## src/rtl/regfile_stream_port.sv

```systemverilog
// Bulk LOAD/DUMP sequencer for the 8x8 register file over valid/ready byte streams.
// Define REGFILE_STREAM_CSUM_EN to append an XOR checksum byte after every DUMP.
module regfile_stream_port (
  input  logic       CLK,
  input  logic       RST,
  input  logic       start,
  input  logic       mode,
  output logic       busy,
  output logic       done,
  input  logic       in_valid,
  input  logic [7:0] in_data,
  output logic       in_ready,
  output logic       out_valid,
  output logic [7:0] out_data,
  input  logic       out_ready,
  output logic       rf_WriteEN,
  output logic [2:0] rf_Write_Address,
  output logic [7:0] rf_Write_Data,
  output logic [2:0] rf_Read_Address,
  input  logic [7:0] rf_Read_Data
);

  typedef enum logic [2:0] {
    IDLE  = 3'd0,
    LOAD  = 3'd1,
    DUMP  = 3'd2,
`ifdef REGFILE_STREAM_CSUM_EN
    CSUM  = 3'd3,
`endif
    DRAIN = 3'd4
  } state_t;

`ifdef REGFILE_STREAM_CSUM_EN
  localparam state_t AFTER_DUMP = CSUM;
`else
  localparam state_t AFTER_DUMP = DRAIN;
`endif

  state_t     state;
  state_t     state_next;
  logic [2:0] idx;
  logic       slot_free;
  logic       load_last;
  logic       dump_take;
  logic       drain_hs;

  // The output register can take a new byte when it is empty or being consumed this cycle.
  assign slot_free = !out_valid || out_ready;
  assign load_last = (state == LOAD) && in_valid && (idx == 3'd7);
  assign dump_take = (state == DUMP) && slot_free;
  assign drain_hs  = (state == DRAIN) && out_ready;

  always_ff @(posedge CLK) begin
    if (RST) state <= IDLE;
    else     state <= state_next;
  end

  always_comb begin
    state_next = state;
    case (state)
      IDLE:    if (start) state_next = mode ? DUMP : LOAD;
      LOAD:    if (load_last) state_next = IDLE;
      DUMP:    if (dump_take && idx == 3'd7) state_next = AFTER_DUMP;
`ifdef REGFILE_STREAM_CSUM_EN
      CSUM:    if (slot_free) state_next = DRAIN;
`endif
      DRAIN:   if (out_ready) state_next = IDLE;
      default: state_next = IDLE;
    endcase
  end

  always_comb begin
    busy             = (state != IDLE);
    in_ready         = (state == LOAD);
    rf_WriteEN       = (state == LOAD) && in_valid;
    rf_Write_Address = idx;
    rf_Write_Data    = in_data;
    rf_Read_Address  = idx;
  end

`ifdef REGFILE_STREAM_CSUM_EN
  logic [7:0] csum;

  always_ff @(posedge CLK) begin
    if (RST)                            csum <= 8'h00;
    else if (state == IDLE && start)    csum <= 8'h00;
    else if (dump_take)                 csum <= csum ^ rf_Read_Data;
  end
`endif

  // idx wraps from 7 back to 0 on its own, which lines up with the state change.
  always_ff @(posedge CLK) begin
    if (RST) begin
      idx       <= 3'd0;
      out_valid <= 1'b0;
      out_data  <= 8'h00;
      done      <= 1'b0;
    end else begin
      done <= load_last || drain_hs;
      case (state)
        IDLE: if (start) idx <= 3'd0;
        LOAD: if (in_valid) idx <= idx + 3'd1;
        DUMP: if (slot_free) begin
          out_data  <= rf_Read_Data;
          out_valid <= 1'b1;
          idx       <= idx + 3'd1;
        end
`ifdef REGFILE_STREAM_CSUM_EN
        CSUM: if (slot_free) begin
          out_data  <= csum;
          out_valid <= 1'b1;
        end
`endif
        DRAIN: if (out_ready) out_valid <= 1'b0;
        default: ;
      endcase
    end
  end

endmodule

```

## config.mk

```make
export PLATFORM = sky130hd
export DESIGN_NAME = regfile_stream_port
export DESIGN_NICKNAME = d
export VERILOG_FILES = /design/src/rtl/regfile_stream_port.sv
export SDC_FILE = /design/constraint.sdc
export NUM_CORES = 1
export LEC_CHECK = 0
export ABC_CLOCK_PERIOD_IN_PS = 3150
export CORE_MARGIN = 5
export CORE_UTILIZATION = 40
export CTS_BUF_LIST = sky130_fd_sc_hd__clkbuf_8 sky130_fd_sc_hd__clkbuf_16
export DETAILED_ROUTE_END_ITERATION = 10
export GPL_TIMING_DRIVEN = 0
export PLACE_DENSITY = 0.83
export RECOVER_POWER = 50
export SYNTH_ARGS = -nofsm -noshare
export SYNTH_HDL_FRONTEND = slang
export SYNTH_SLANG_ARGS = --single-unit
```

## constraint.sdc

```tcl
create_clock -name CLK -period 3.15 [get_ports CLK]
set_input_delay 0.315 -clock CLK [delete_from_list [all_inputs] [get_ports CLK]]
set_output_delay 0.315 -clock CLK [all_outputs]
set_load 0.01 [all_outputs]
```

==> run summary <==
Status: finished clean
Util after Layout: 66.2%
Worst Skew: 0.00164 ns
Final hold slack: 0.498 ns
Dpl cells: 156
Count leader, synth: dfxtp_1
Yosys cell types: 27
Mapped Cells: 89
WP data arrival: 1.62 ns
Max_cap viols: 0
Total gr overflow: 0
Main combinational cell family by area after synthesis: simple AND/OR/NAND/NOR gates
Number of global-route vias before repair: 769
CTS sink count: 16
Final min period: 1.94 ns
Compound-Gate Fraction of Synth Area: 8.79%
FF+latch count, synth: 16
EDFF count, synth: 0
Worst Hold Endpoint: out_data[2]
DRC errors left: 0
Crit Path Category: primary input to output port
Hold path startpoint: out_data[2]
Routed vias: 784
Fin Setup TNS: 0 ns
Post-CTS Setup Inserts: 0
Worst Tran Pin Value: 0.581 ns
Die Span Y: 55.8 µm
Initial Utilization: 42.4%
Post-CTS Hold Fix Bufs: 0
Max Freq: 516 MHz
Ports: 49
Die X: 55.8 µm
Net Count, Synth: 113
Pin count of the biggest net entering global routing: 11
Async set-reset flop share out of synthesis: 0%
Reg2Reg Setup Slack: 1.58 ns
# resized after CTS: 0
Mean Syn Cell Area: 9.43 µm²
Lkg Pwr: 0.000589 µW
Core area: 1980 µm²
CP max FO: 3
Launch point of the worst path: in_valid
Vias per cell: 4.90
Ys Warns: 0
IO Port Bufs: 40
Fill cell count: 159
Worst hold path cell count: 2
Worst-path clk slew: 0.06 ns
Rel. slew slack: 61.3%
CP startpoint kind: primary input
Area of the die: 3120 µm²
Total GRT Usage: 13.3%
WL per Instance: 12.8 µm
Post-synth top cells: 16 x dfxtp_1, 11 x buf_4, 11 x nor2_1
Final Slew Violations: 0
N_diodes: 0
Biggest area consumer among synthesized cells: dfxtp_1
Power Density: 394 nW/µm²
TritonCTS clock tree: yes
Post-route ant nets: 0
Synthesis-to-finish area growth: 56.3%
Fraction of layout cells with a size suffix above 1: 16.5%
RR Startpoint: state[2]
Hold Path Class: flop to flop
First-iteration detailed-routing DRC count: 14
Post-synthesis adder-cell area fraction: 2.98%
DPL Wire Length: 1630 µm
Peak supply drop: 321 µV
Worst Reg-to-Reg Cells: 6
Layout Cells excl Fill: 160
Reg2reg end: rf_Read_Address[0]
Post-synthesis instance area: 840 µm²
Ranking of synthesized cells by area: dfxtp_1 38%, mux2i_1 11%, buf_4 9.8%
Count of final setup violators: 0
Top_reg_cell synth: dfxtp_1
# nets final: 158
Part of the cycle the worst path needs: 61.5%
RSZ-0062 raised after global routing: false
First-pass GRT wire length: 3320 µm
CP endpoint kind: output port
CTS root buf: clkbuf_8
Gpl congestion: 0.895
H-tree depth: 1
Post-synthesis xor/xnor area fraction: 0%
Drt total wl: 2050 µm
TritonRoute pass-1 iters: 4
Worst-Skew Late Latency: 0.25 ns
Fin. Hold Viols: 0
Clock buffer count from CTS: 3
Initial antenna violation count: 0
Core Rows: 16
Synth Area in Simple Gates: 20.3%
Clock buffer depth: 2
Mux share of post-synthesis cell area: 14.3%
Sequential fraction of the synthesis area: 38.2%
Synth top area share: 38.2%
CP required: 2.83 ns
==> registers in the layout, indices dropped and copies added, names as in the netlist <==
signal           count
out_data             8
done                 1
rf_Read_Address      3
state                3
out_valid            1
==> cells by family (layout without fill, tap and decap cells) <==
group                    count (synthesis)  after routing
AND/OR/NAND/NOR                         31             31
buffers and inverters                   19             63
flip-flops                              16             16
multiplexers                            11             11
AO/OA/AOI/OAI                           10             10
adder cells (fa/ha/maj)                  2              2
==> worst max path at each step <==
| stage | slack, ns | cells past startpoint | to |
|---|---|---|---|
| floorplan | 1.75 | 5 | state[1] |
| global route | 1.16 | 6 | out_data[1] |
| detailed placement | 1.22 | 4 | rf_WriteEN |
| CTS | 1.22 | 4 | rf_WriteEN |
| finish | 1.21 | 4 | rf_WriteEN |
| global placement | 1.25 | 4 | rf_WriteEN |
==> layout make-up <==
type	count	area (µm²)	share of cell area, %
well taps	27	33.8	2.57
flip-flops and latches	16	320	24.4
multi-input cells	54	382	29.1
plain buffers	16	110	8.39
inverters	3	11.3	0.858
clock buffers	4	55.1	4.19
repair buffers	40	400	30.5
==> metrics by stage <==
stage          setup slack, ns  area (µm²)  total power [µW]
4_1_cts                   1.22        1330               528
3_5_place_dp              1.22        1270               346
6_report                  1.21        1310               517
5_1_grt                   1.16        1310               542
2_1_floorplan             1.75         840               286
3_3_place_gp              1.25        1270               343
==> cells in the final DEF, fill, tap and decap left out <==
cell type and count:
a21oi_1 2, a22o_1 2, a22oi_1 1, a2bb2oi_1 1
a311o_1 1, a31oi_1 1, a41oi_1 1, and2_4 1
buf_2 1, buf_4 11, buf_6 1, clkbuf_1 3
clkbuf_8 4, clkdlybuf4s50_1 29, dfxtp_1 16, dlygate4sd3_1 11
ha_1 2, inv_1 3, mux2_4 2, mux2i_1 9
nand2_1 3, nand2b_1 1, nand3_2 1, nand3b_1 1
nor2_1 11, nor2b_1 1, nor2b_4 1, nor3_1 10
nor3b_1 1, o21ai_0 1
==> worst max-delay path, cell delays in order <==
cell,delay [ns]
clkdlybuf4s50_1,0.52
nand2_1,0.09
nor3_1,0.14
clkdlybuf4s50_1,0.56
==> power breakdown <==
group          internal (µW)  switching, µW
sequential               211           6.35
clock                    111           71.0
combinational           71.0           46.8
total                    393            124
==> layer usage <==
| layer | wire [µm] | track usage [%] | up-vias |
|---|---|---|---|
| li1 | - | - | 383 |
| met5 | 0 | 0 | - |
| met1 | 766 | 14.1 | 355 |
| met4 | 48 | 8.14 | 0 |
| met2 | 1050 | 23.6 | 42 |
| met3 | 190 | 3.02 | 4 |
Note: power is estimated with default switching activity, not from simulation.
